**src/rtl/cyclone86_mem_pkg.sv**
```systemverilog
`default_nettype none
// ============================================================================
//  Package     : cyclone86_mem_pkg
//  Description : Shared types and sizes for the cyclone86 RAM bus. Holds the
//                RAM geometry, the arbiter state encoding and the grant
//                encoding used by the bus arbiter and its round-robin picker.
//  Revision    : 1.0 - initial release
// ============================================================================
package cyclone86_mem_pkg;

    localparam int RAM_ADDR_W = 20;     // 1 MiB byte-addressed RAM
    localparam int RAM_DATA_W = 8;      // byte-wide data path

    // Arbiter sequencing states
    typedef enum logic [2:0] {
        IDLE     = 3'd0,
        CPU_ADDR = 3'd1,
        CPU_DATA = 3'd2,
        VID_ADDR = 3'd3,
        VID_DATA = 3'd4
    } state_t;

    // Which requester owns (or last owned) the bus
    typedef enum logic {
        GNT_CPU = 1'b0,
        GNT_VID = 1'b1
    } grant_t;

endpackage : cyclone86_mem_pkg
`default_nettype wire

```
**src/rtl/mem_rr_pick2.sv**
```systemverilog
`default_nettype none
// ============================================================================
//  Module      : mem_rr_pick2
//  Description : Combinational two-way round-robin picker. A lone requester
//                always wins; on a tie the requester that did not win last
//                time is chosen.
//  Ports       : req[1:0]    in   request vector (bit 0 = CPU, bit 1 = VID)
//                last_grant  in   previous winner (grant_t encoding)
//                grant_valid out  at least one request is pending
//                grant_sel   out  selected requester (grant_t encoding)
//  Revision    : 1.0 - initial release
// ============================================================================
module mem_rr_pick2
    import cyclone86_mem_pkg::*;
(
    input  logic [1:0] req,
    input  logic       last_grant,
    output logic       grant_valid,
    output logic       grant_sel
);

    always_comb begin
        grant_valid = |req;
        grant_sel   = GNT_CPU;
        if (req == 2'b11) begin
            // Tie: hand the bus to whoever did not have it last.
            grant_sel = (last_grant == GNT_CPU) ? GNT_VID : GNT_CPU;
        end else if (req[1]) begin
            grant_sel = GNT_VID;
        end
    end

endmodule : mem_rr_pick2
`default_nettype wire

```
**src/rtl/mem_bus_arbiter.sv**
```systemverilog
`default_nettype none
// ============================================================================
//  Module      : mem_bus_arbiter
//  Description : Shares the byte-wide 1 MiB system RAM between the CPU port
//                and a read-only video fetch port. Arbitration happens in
//                IDLE; each access then runs through an ADDR state (strobe
//                on the RAM) and, for reads, a DATA state (ready/ack pulse
//                with the returned byte).
//  Ports       : clock, reset                     clock / sync active-high reset
//                cpu_address, cpu_o_data,
//                cpu_rd, cpu_wr                   CPU request side
//                cpu_i_data, cpu_ready            CPU completion side
//                vid_address, vid_req             video request side
//                vid_data, vid_ack                video completion side
//                mem_address, mem_o_data,
//                mem_rd, mem_wr, mem_i_data       RAM interface
//  Revision    : 1.0 - initial release
// ============================================================================
module mem_bus_arbiter
    import cyclone86_mem_pkg::*;
#(
    parameter int ADDR_W = RAM_ADDR_W,
    parameter int DATA_W = RAM_DATA_W
)(
    input  logic              clock,
    input  logic              reset,
    input  logic [ADDR_W-1:0] cpu_address,
    input  logic [DATA_W-1:0] cpu_o_data,
    input  logic              cpu_rd,
    input  logic              cpu_wr,
    output logic [DATA_W-1:0] cpu_i_data,
    output logic              cpu_ready,
    input  logic [ADDR_W-1:0] vid_address,
    input  logic              vid_req,
    output logic [DATA_W-1:0] vid_data,
    output logic              vid_ack,
    output logic [ADDR_W-1:0] mem_address,
    output logic [DATA_W-1:0] mem_o_data,
    output logic              mem_rd,
    output logic              mem_wr,
    input  logic [DATA_W-1:0] mem_i_data
);

    state_t              state_q,       state_d;
    grant_t              last_grant_q,  last_grant_d;
    logic [ADDR_W-1:0]   mem_address_q, mem_address_d;
    logic [DATA_W-1:0]   mem_o_data_q,  mem_o_data_d;
    logic                mem_rd_q,      mem_rd_d;
    logic                mem_wr_q,      mem_wr_d;
    logic [DATA_W-1:0]   cpu_i_data_q,  cpu_i_data_d;
    logic                cpu_ready_q,   cpu_ready_d;
    logic [DATA_W-1:0]   vid_data_q,    vid_data_d;
    logic                vid_ack_q,     vid_ack_d;

    logic                grant_valid;
    logic                grant_sel;

    mem_rr_pick2 u_pick (
        .req         ({vid_req, cpu_rd | cpu_wr}),
        .last_grant  (last_grant_q),
        .grant_valid (grant_valid),
        .grant_sel   (grant_sel)
    );

    // All outputs are registered: the values computed here for the next
    // state are the values that are visible while that state is current.
    always_comb begin
        state_d       = state_q;
        last_grant_d  = last_grant_q;
        mem_address_d = mem_address_q;
        mem_o_data_d  = mem_o_data_q;
        mem_rd_d      = 1'b0;
        mem_wr_d      = 1'b0;
        cpu_i_data_d  = cpu_i_data_q;
        cpu_ready_d   = 1'b0;
        vid_data_d    = vid_data_q;
        vid_ack_d     = 1'b0;

        case (state_q)
            IDLE: begin
                if (grant_valid) begin
                    if (grant_t'(grant_sel) == GNT_CPU) begin
                        state_d       = CPU_ADDR;
                        last_grant_d  = GNT_CPU;
                        mem_address_d = cpu_address;
                        // Write wins when rd and wr are both raised.
                        if (cpu_wr) begin
                            mem_wr_d     = 1'b1;
                            mem_o_data_d = cpu_o_data;
                            cpu_ready_d  = 1'b1;
                        end else begin
                            mem_rd_d     = 1'b1;
                        end
                    end else begin
                        state_d       = VID_ADDR;
                        last_grant_d  = GNT_VID;
                        mem_address_d = vid_address;
                        mem_rd_d      = 1'b1;
                    end
                end
            end
            CPU_ADDR: begin
                // The latched write strobe tells us which kind of access
                // is in flight; writes are already complete.
                if (mem_wr_q) begin
                    state_d = IDLE;
                end else begin
                    state_d      = CPU_DATA;
                    cpu_i_data_d = mem_i_data;
                    cpu_ready_d  = 1'b1;
                end
            end
            CPU_DATA: begin
                state_d = IDLE;
            end
            VID_ADDR: begin
                state_d    = VID_DATA;
                vid_data_d = mem_i_data;
                vid_ack_d  = 1'b1;
            end
            VID_DATA: begin
                state_d = IDLE;
            end
            default: begin
                state_d = IDLE;
            end
        endcase
    end

    always_ff @(posedge clock) begin
        if (reset) begin
            state_q       <= IDLE;
            last_grant_q  <= GNT_VID;   // CPU wins the first tie
            mem_address_q <= '0;
            mem_o_data_q  <= '0;
            mem_rd_q      <= 1'b0;
            mem_wr_q      <= 1'b0;
            cpu_i_data_q  <= '0;
            cpu_ready_q   <= 1'b0;
            vid_data_q    <= '0;
            vid_ack_q     <= 1'b0;
        end else begin
            state_q       <= state_d;
            last_grant_q  <= last_grant_d;
            mem_address_q <= mem_address_d;
            mem_o_data_q  <= mem_o_data_d;
            mem_rd_q      <= mem_rd_d;
            mem_wr_q      <= mem_wr_d;
            cpu_i_data_q  <= cpu_i_data_d;
            cpu_ready_q   <= cpu_ready_d;
            vid_data_q    <= vid_data_d;
            vid_ack_q     <= vid_ack_d;
        end
    end

    // Reset asserted mid-access must abort it in that very cycle: a strobe
    // or completion pulse already sitting in its register is masked so the
    // RAM never sees the write and the requester never sees the pulse.
    assign mem_rd      = mem_rd_q    & ~reset;
    assign mem_wr      = mem_wr_q    & ~reset;
    assign cpu_ready   = cpu_ready_q & ~reset;
    assign vid_ack     = vid_ack_q   & ~reset;

    assign mem_address = mem_address_q;
    assign mem_o_data  = mem_o_data_q;
    assign cpu_i_data  = cpu_i_data_q;
    assign vid_data    = vid_data_q;

endmodule : mem_bus_arbiter
`default_nettype wire
```
**config.mk**
```make
export PLATFORM = sky130hd
export DESIGN_NAME = mem_bus_arbiter
export DESIGN_NICKNAME = d
export VERILOG_FILES = /design/src/rtl/cyclone86_mem_pkg.sv /design/src/rtl/mem_rr_pick2.sv /design/src/rtl/mem_bus_arbiter.sv
export SDC_FILE = /design/constraint.sdc
export NUM_CORES = 1
export LEC_CHECK = 0
export CAP_MARGIN = 20
export CORE_MARGIN = 3
export CORE_UTILIZATION = 43
export DETAILED_ROUTE_END_ITERATION = 7
export MAX_ROUTING_LAYER = met4
export PLACE_DENSITY = 0.83
export SYNTH_ARGS = -nofsm -noshare
export SYNTH_HDL_FRONTEND = slang
export SYNTH_SLANG_ARGS = --single-unit
```
**constraint.sdc**
```tcl
create_clock -name clock -period 4.3 [get_ports clock]
set_clock_uncertainty 0.15 [all_clocks]
set_input_delay 1.075 -clock clock [delete_from_list [all_inputs] [get_ports clock]]
set_output_delay 1.075 -clock clock [all_outputs]
set_load 0.05 [all_outputs]
```
==> metrics.txt, run 1 <==
slowest CP cell clkdlybuf4s50_1; Setup CP Type input pin to output pin; Die ar. 6060 sq um; Setup WS post-layout 0.787 ns; CTS Hold Bufs 0; initial antenna violation count 0; largest net degree at the start of global routing 34; total of max-cap violations 0; worst hold path type flop to flop; worst hold margin 0.306 ns; Synth Area per Inst 8.68 sq um; DR vias 2265; DR pass1 iterations 4; CTS tree done; Cells after DPL 408; Post-Synthesis Cells 256; Synth Area in Compound Gates 26.0%; first-pass GRT wire length 10400 um; pwr dens 433 nW/um^2; commonest non-fill, non-tap cell in the layout clkdlybuf4s50_1; Final TNS setup 0 ns; DRC viols 0; post-synthesis xor/xnor area fraction 0%; vias in the first global route 2134; Clk Latency, worst-skew pair 0.30 ns; WL final 6410 um; maximum net fanout on the critical path 24; post-synthesis mux area share 3.61%; Cell variety after synth 31; largest stage delay on the critical path 0.83 ns; share of layout cells above drive strength 1 5.44%; Lkg Pwr 1.24 nW; startpoint types input pin; Max Buffers Root-to-Sink 2; die width 77.9 um; total gr overflow 0; Post-CTS Resized 0; Area growth syn-to-layout 53.6%; GRT Total Usage 21.8%; # rows 25; syn_nets 317; Yosys reg bits 52; layout net count 409; antenna viol nets, final 0; CP cell instances buf_2 > nor2b_1 > clkdlybuf4s50_1; largest family of logic cells by synthesized area compound AO/OA/AOI/OAI gates; Ys Warns 0; cell area after layout 3410 sq um; Overall Power 1.48 mW; GPL Wtd Cong 0.801; H-tree levels 2; CTS clk-pin slew, worst paths 0.09 ns; Post-CTS Setup Bufs 0; # diodes 0; Synth Area in Adders 0%; worst vdd ir 0.248 mV; Slew Viols, Final 0; period utilisation layout 81.7%; Initial DRC Count 130; f_max 285 MHz; final non-filler cell total 416; Core Util, Final 70.3%; Placed Area 3300 sq um; Vias per Instance 5.44; Simple-Gate Fraction of Synth Area 17.4%; Port Buffers 108; Seq/Total Area, Yosys 46.9%; # clock sinks 52; die height 77.9 um; Worst EP required 3.07 ns; Core ar. 4850 sq um; Worst Tran Pin Value 0.929 ns; final setup vio count 0; pre-CTS setup slack 0.783 ns; dpl hpwl 4460 um; normalized max-slew margin 37.9%; starting density of the core 45.8%; CTS buffer count 5; synthesized area 2220 sq um; Final Hold Vio Count 0; CP arrival 2.29 ns; DR WL/cell 15.4 um; Final min period 3.51 ns; leading cell types in the layout, fill and taps excluded clkdlybuf4s50_1 (107), dfxtp_1 (52), a21oi_1 (37), o21ai_0 (20), nand3_1 (20); RSZ-0062 raised after global routing no; outcome complete, no violations; Critical Path End Type output pin; boundary pin count 109; Root Driver clkbuf_8
-- cells by family (layout without fill, tap and decap cells) --
family                 count (synthesis)  after routing
AO/OA/AOI/OAI                         91             91
AND/OR/NAND/NOR                       74             74
buffers and inverters                 31            124
flip-flops                            52             52
multiplexers                           8              8
-- flip-flops by register name, summed over array words and instances (netlist names) --
name / cells
last_grant_q: 1
mem_rd_q: 1
cpu_i_data: 8
mem_wr_q: 1
vid_ack_q: 1
state_q: 3
vid_data: 8
mem_o_data: 8
cpu_ready_q: 1
mem_address: 20
-- routing by layer --
layer | vias up | wire length, um | global-route usage [%]
li1 | 1127 | - | -
met1 | 1029 | 2800 | 26.4
met2 | 103 | 2900 | 34.3
met3 | 6 | 654 | 8.24
met4 | 0 | 52 | 5.34
met5 | - | 0 | -
-- power by group --
group | switching [mW] | leakage (nW) | total (mW) | internal (mW)
clock | 0.160 | 0.0541 | 0.333 | 0.172
sequential | 0.0365 | 0.428 | 0.577 | 0.541
combinational | 0.355 | 0.755 | 0.566 | 0.211
total | 0.551 | 1.24 | 1.48 | 0.924
-- worst max-delay path, delay by kind of cell --
kind	cells	cell delay (ns)
buffers and inverters	2	1.06
and+or+nand+nor	1	0.15
-- Yosys cell counts (all sizes together) --
| cell type | count | area (sq um) |
|---|---|---|
| or3 | 2 | 12.5 |
| o21ai | 21 | 105 |
| nand2b | 2 | 12.5 |
| nor3 | 2 | 15.0 |
| or4b | 1 | 10.0 |
| o31ai | 8 | 60.1 |
| a311oi | 20 | 188 |
| nor4 | 3 | 18.8 |
| o21a | 1 | 7.51 |
| nor4b | 1 | 15.0 |
| a31oi | 1 | 6.26 |
| nand3b | 1 | 7.51 |
| nand3 | 20 | 100 |
| clkinv | 1 | 3.75 |
| and2 | 1 | 8.76 |
| dfxtp | 52 | 1040 |
| nand4 | 8 | 50.1 |
| a21oi | 37 | 185 |
| a211oi | 1 | 7.51 |
| nand2 | 17 | 63.8 |
| inv | 2 | 7.51 |
| a211o | 1 | 8.76 |
| buf | 6 | 42.5 |
| mux2i | 8 | 80.1 |
| o31a | 1 | 8.76 |
| nor2 | 11 | 41.3 |
| nor2b | 5 | 31.3 |
| clkbuf | 22 | 82.6 |
-- layout make-up --
class,count,area [sq um]
Fill cell,392,1440
Timing Repair Buffer,113,1110
Multi-Input combinational cell,173,1050
Sequential cell,52,1040
Tap cell,67,83.8
Clock buffer,5,68.8
Clock inverter,3,42.5
Inverter,3,11.3
-- worst paths after layout --
| kind | startpoint | to | slack (ns) | cells past startpoint |
|---|---|---|---|---|
| setup / recovery | reset | mem_wr | 0.79 | 3 |
| hold / removal | cpu_i_data[2] | cpu_i_data[2] | 0.31 | 2 |
| setup reg to reg | state_q[0] | mem_address[12] | 2.12 | 4 |
| hold reg to reg | cpu_i_data[2] | cpu_i_data[2] | 0.31 | 2 |
Note: power is estimated with default switching activity, not from simulation.
==> inputs of run 2 (changes only) <==
--- a/config.mk
+++ b/config.mk
@@ -7,10 +7,10 @@
 export LEC_CHECK = 0
 export CAP_MARGIN = 20
 export CORE_MARGIN = 3
-export CORE_UTILIZATION = 43
+export CORE_UTILIZATION = 40
 export DETAILED_ROUTE_END_ITERATION = 7
 export MAX_ROUTING_LAYER = met4
-export PLACE_DENSITY = 0.83
+export PLACE_DENSITY = 0.78
 export SYNTH_ARGS = -nofsm -noshare
 export SYNTH_HDL_FRONTEND = slang
 export SYNTH_SLANG_ARGS = --single-unit
==> constraint.sdc (replaced) <==
create_clock -name clock -period 3.4 [get_ports clock]
set_clock_uncertainty 0.15 [all_clocks]
set_input_delay 0.85 -clock clock [delete_from_list [all_inputs] [get_ports clock]]
set_output_delay 0.85 -clock clock [all_outputs]
set_load 0.05 [all_outputs]
==> metrics.txt, run 2 (same netlist as run 1, synthesis figures left out) <==
outcome complete, no violations; Buf+Inv Stages, Crit Path 1 (-1); Root Driver clkbuf_8; # rows 26 (+4.0%); M3 GR Usage 5.83% (-2.4 points); CP cell instances clkdlybuf4s50_1; Lkg Pwr 1.25 nW (+1.0%); busiest grt layer met2; worst hold path type flop to flop; Worst Tran Pin Value 0.876 ns (-0.0536 ns); CP arrival 1.48 ns (-0.81 ns); met1 usage 27.2% (+0.82 points); period utilisation layout 72.9%; CTS buffer count 5 (unchanged); Worst EP required 2.40 ns (-0.67 ns); largest net degree at the start of global routing 25 (-26%); dpl hpwl 4520 um (+1.4%); Die ar. 6480 sq um (+6.9%); pwr dens 531 nW/um^2 (+23%); Final Hold Vio Count 0 (unchanged); Critical Path End Type output pin; share of layout cells above drive strength 1 7.10% (+1.7 points); antenna viol nets, final 0 (unchanged); Final TNS setup 0 ns (unchanged); die width 80.5 um (+3.4%); CTS clk-pin slew, worst paths 0.09 ns (about the same); maximum net fanout on the critical path 2 (-92%); # clock sinks 52 (unchanged); commonest non-fill, non-tap cell in the layout clkdlybuf4s50_1; GRT Total Usage 20.8% (-1.0 points); WL final 6410 um (unchanged); f_max 403 MHz; Area growth syn-to-layout 53.5% (about the same); Port Buffers 108 (unchanged); boundary pin count 109 (unchanged); H-tree levels 2 (unchanged); startpoint types flop; Clk Latency, worst-skew pair 0.29 ns (about the same); first-pass GRT wire length 10400 um (-0.46%); vias in the first global route 2249 (+5.4%); Core ar. 5240 sq um (+8.0%); Slew Viols, Final 0 (unchanged); normalized max-slew margin 41.5% (+3.6 points); Vias per Instance 5.37 (-1.3%); GPL Wtd Cong 0.781 (-2.5%); CTS Hold Bufs 0 (unchanged); DRC viols 0 (unchanged); largest stage delay on the critical path 0.83 ns (about the same); die height 80.5 um (+3.4%); starting density of the core 42.4% (-3.4 points); total gr overflow 0 (unchanged); Setup CP Type flop to output pin; Post-CTS Resized 0 (unchanged); initial antenna violation count 0 (unchanged); DR pass1 iterations 4 (unchanged); leading cell types in the layout, fill and taps excluded clkdlybuf4s50_1 (103), dfxtp_1 (52), a21oi_1 (37), o21ai_0 (20), nand3_1 (20); layout net count 412 (+0.73%); slowest CP cell clkdlybuf4s50_1; GRT met2 Usage 31.1% (-3.2 points); worst vdd ir 0.274 mV (+10%); fillers 445 (+14%); worst hold margin 0.310 ns (+0.00350 ns); DR vias 2267 (+0.088%); # diodes 0 (unchanged); total of max-cap violations 0 (unchanged); CTS tree done; RSZ-0062 raised after global routing no; crit-path leading delay family buffers and inverters; max reg flops 20 (unchanged); final setup vio count 0 (unchanged); Post-CTS Setup Bufs 0 (unchanged); Final min period 2.48 ns; Initial DRC Count 129 (-0.77%); DR WL/cell 15.2 um (-1.4%); Max Buffers Root-to-Sink 2 (unchanged)
==> run 2: final timing paths <==
check / from / endpoint / slack (ns) / depth (start not counted)
worst min-delay path: cpu_i_data[3] / cpu_i_data[3] / 0.31 / 2
worst max-delay path: mem_address[4] / mem_address[4] / 0.92 / 1
worst max register to register: state_q[0] / mem_address[19] / 1.39 / 4
worst min register to register: cpu_i_data[3] / cpu_i_data[3] / 0.31 / 2
==> run 2: report_power, final <==
group / total [mW] / internal, mW / leakage, nW / switching, mW
Clock: 0.361 / 0.166 / 0.0445 / 0.196
Combinational: 0.718 / 0.269 / 0.778 / 0.449
Sequential: 0.731 / 0.684 / 0.428 / 0.0472
Total: 1.81 / 1.12 / 1.25 / 0.692
==> run 2: metal layers <==
layer / share of wire (%) / vias to the layer above
li1: - / 1134
met1: 45 / 1028
met2: 45 / 99
met3: 9.2 / 6
met4: 0.92 / 0
met5: 0 / -
==> run 2: metrics by stage <==
| step | setup slack, ns | power (mW) | util [%] | cell area, sq um | std cells |
|---|---|---|---|---|---|
| after floorplan | 0.660 | 1.21 | - | 2220 | 256 |
| after global placement | 0.756 | 1.46 | 63.3 | 3320 | 414 |
| after detailed placement | 0.697 | 1.46 | 63.3 | 3320 | 414 |
| after CTS | 0.908 | 1.82 | 65.1 | 3410 | 422 |
| after global routing | 0.860 | 1.90 | 65.1 | 3410 | 422 |
| final | 0.922 | 1.81 | 65.1 | 3410 | 422 |
==> run 2: area by class of cell <==
cell class | count | area, sq um | share of cell area [%]
multi-input combinational | 173 | 1050 | 30.8
tap | 70 | 87.6 | 2.57
sequential | 52 | 1040 | 30.5
clock buffer | 7 | 86.3 | 2.53
inverter | 3 | 11.3 | 0.330
clock inverter | 1 | 7.51 | 0.220
timing repair buffer | 116 | 1130 | 33.0
==> inputs of run 3 (changes only) <==
--- a/config.mk
+++ b/config.mk
@@ -7,10 +7,10 @@
 export LEC_CHECK = 0
 export CAP_MARGIN = 20
 export CORE_MARGIN = 3
-export CORE_UTILIZATION = 40
+export CORE_UTILIZATION = 36
 export DETAILED_ROUTE_END_ITERATION = 7
 export MAX_ROUTING_LAYER = met4
-export PLACE_DENSITY = 0.78
+export PLACE_DENSITY = 0.74
 export SYNTH_ARGS = -nofsm -noshare
 export SYNTH_HDL_FRONTEND = slang
 export SYNTH_SLANG_ARGS = --single-unit
==> constraint.sdc (replaced) <==
create_clock -name clock -period 2 [get_ports clock]
set_clock_uncertainty 0.15 [all_clocks]
set_input_delay 0.5 -clock clock [delete_from_list [all_inputs] [get_ports clock]]
set_output_delay 0.5 -clock clock [all_outputs]
set_load 0.05 [all_outputs]
==> metrics.txt, run 3 (same netlist as run 1, synthesis figures left out) <==
outcome complete, no violations; boundary pin count 109 (unchanged); f_max 543 MHz; Cells after DPL 432 (+4.3%); reg2reg path depth 3 (-1); die width 84.5 um (+5.0%); GRT Total Usage 18.9% (-1.8 points); Worst EP required 2.06 ns (-0.34 ns); Setup CP Type input pin to flop; Slew Viols, Final 0 (unchanged); leading cell types in the layout, fill and taps excluded buf_4 (70), clkdlybuf4s50_1 (59), dfxtp_1 (52), a21oi_1 (37); GPL Wtd Cong 0.797 (+2.1%); CTS clk-pin slew, worst paths 0.09 ns (about the same); startpoint types input pin; DRC viols 0 (unchanged); CP cell instances clkdlybuf4s50_1 > or3_1 > and2_4 > a311oi_1; worst hold margin 0.311 ns (+0.00134 ns); DR vias 2368 (+4.5%); Clock power frac 22.0% (+2.0 points); largest net degree at the start of global routing 21 (-16%); Vias per Instance 5.38 (+0.18%); Critical Path End Type flop; FF-to-FF Start state_q[0]; Core ar. 5740 sq um (+9.7%); commonest non-fill, non-tap cell in the layout buf_4; CP arrival 1.90 ns (+0.42 ns); max reg flops 20 (unchanged); Setup WS post-layout 0.158 ns (-0.763 ns); vias in the first global route 2288 (+1.7%); Final Hold Vio Count 0 (unchanged); pwr dens 922 nW/um^2 (+74%); Core Util, Final 60.3% (-4.8 points); dpl hpwl 4960 um (+9.7%); Port Buffers 108 (unchanged); Overall Power 3.19 mW (+77%); Placed Area 3360 sq um (+1.2%); reg-to-reg slack, setup 0.36 ns (-1.03 ns); pre-CTS setup slack -0.138 ns (-0.835 ns); fillers 523 (+18%); H-tree levels 2 (unchanged); RSZ-0062 raised after global routing no; die height 84.5 um (+5.0%); Final min period 1.84 ns; Final TNS setup 0 ns (unchanged); period utilisation layout 92.1%; Lkg Pwr 1.42 nW (+14%); Pint 2.00 mW (+79%); Die ar. 7150 sq um (+10%); DR pass1 iterations 4 (unchanged); DR WL/cell 15.2 um (about the same); final setup vio count 0 (unchanged); WL final 6680 um (+4.3%); Post-CTS Setup Bufs 0 (unchanged); # diodes 0 (unchanged); Post-CTS Resized 0 (unchanged); slowest CP cell clkdlybuf4s50_1; Comb power frac 38.9% (-0.8 points); hold path endpoint cpu_i_data[5]; Clk Latency, worst-skew pair 0.30 ns (about the same); Initial DRC Count 67 (-48%); first-pass GRT wire length 10800 um (+4.6%); worst flop-to-flop path endpoint mem_o_data[2]; Max Buffers Root-to-Sink 2 (unchanged); Hold Crit Start cpu_i_data[5]; maximum net fanout on the critical path 20 (+18); Switching Power 1.19 mW (+72%); Root Driver clkbuf_8; CTS Hold Bufs 0 (unchanged); layout net count 428 (+3.9%); Area growth syn-to-layout 56.0%; initial antenna violation count 0 (unchanged); # clock sinks 52 (unchanged); starting density of the core 38.7% (-3.7 points); Sequential Power Share 39.0% (-1.4 points); total of max-cap violations 0 (unchanged); final non-filler cell total 440 (+4.3%); largest stage delay on the critical path 0.45 ns (-0.38 ns); cell area after layout 3460 sq um (+1.6%); antenna viol nets, final 0 (unchanged); sw frac 37.3% (-0.93 points); worst vdd ir 0.402 mV (+47%); hold depth 2 (unchanged); worst hold path type flop to flop; total gr overflow 0 (unchanged); normalized max-slew margin 57.7% (+16 points); Worst Tran Pin Value 0.633 ns (-0.242 ns); share of layout cells above drive strength 1 23.4% (+16 points); CTS tree done; CTS buffer count 5 (unchanged); # rows 27 (+3.8%)
==> run 3: changes by cell type in the layout (fill, tap and decap cells not counted), sizes merged <==
cell	before	now
buf	13	73
bufinv	0	1
clkbuf	7	6
clkdlybuf4s50	103	59
clkinv	1	2
clkinvlp	1	0
==> run 3: final cells by class <==
| type | count | area (sq um) | share of cell area, % |
|---|---|---|---|
| inverter | 3 | 11.3 | 0.325 |
| clock inverter | 2 | 35.0 | 1.01 |
| tap | 72 | 90.1 | 2.60 |
| timing repair buffer | 132 | 1160 | 33.5 |
| sequential | 52 | 1040 | 30.0 |
| clock buffer | 6 | 72.6 | 2.09 |
| multi-input combinational | 173 | 1050 | 30.4 |
==> run 3: worst max path at each step <==
| stage | from | endpoint | cells past startpoint |
|---|---|---|---|
| finish | vid_req | mem_address[10] | 4 |
| global route | vid_req | mem_address[10] | 4 |
| CTS | vid_req | mem_address[10] | 4 |
| detailed placement | vid_req | mem_address[10] | 4 |
| global placement | vid_req | mem_address[16] | 4 |
| floorplan | reset | cpu_ready | 2 |
==> run 3: power by group through the flow <==
stage          clock, mW  combinational (mW)  sequential [mW]
6_report           0.704                1.24             1.25
5_1_grt            0.767                1.32             1.26
4_1_cts            0.724                1.25             1.25
3_5_place_dp           0                1.25             1.27
3_3_place_gp           0                1.23             1.27
2_1_floorplan          0               0.427             1.63
==> run 3: critical path: cells and delay by family <==
family / cells / cell delay [ns]
buffers and inverters: 1 / 0.45
and+or+nand+nor: 2 / 0.67
AOI/OAI and AO/OA: 1 / 0.27
==> run 3: routing by layer <==
layer	GRT usage, %	routed length, um	up-vias
met4	5.76	99	0
li1	-	-	1172
met2	31.5	3240	85
met1	22.4	2850	1103
met5	-	0	-
met3	5.00	486	8
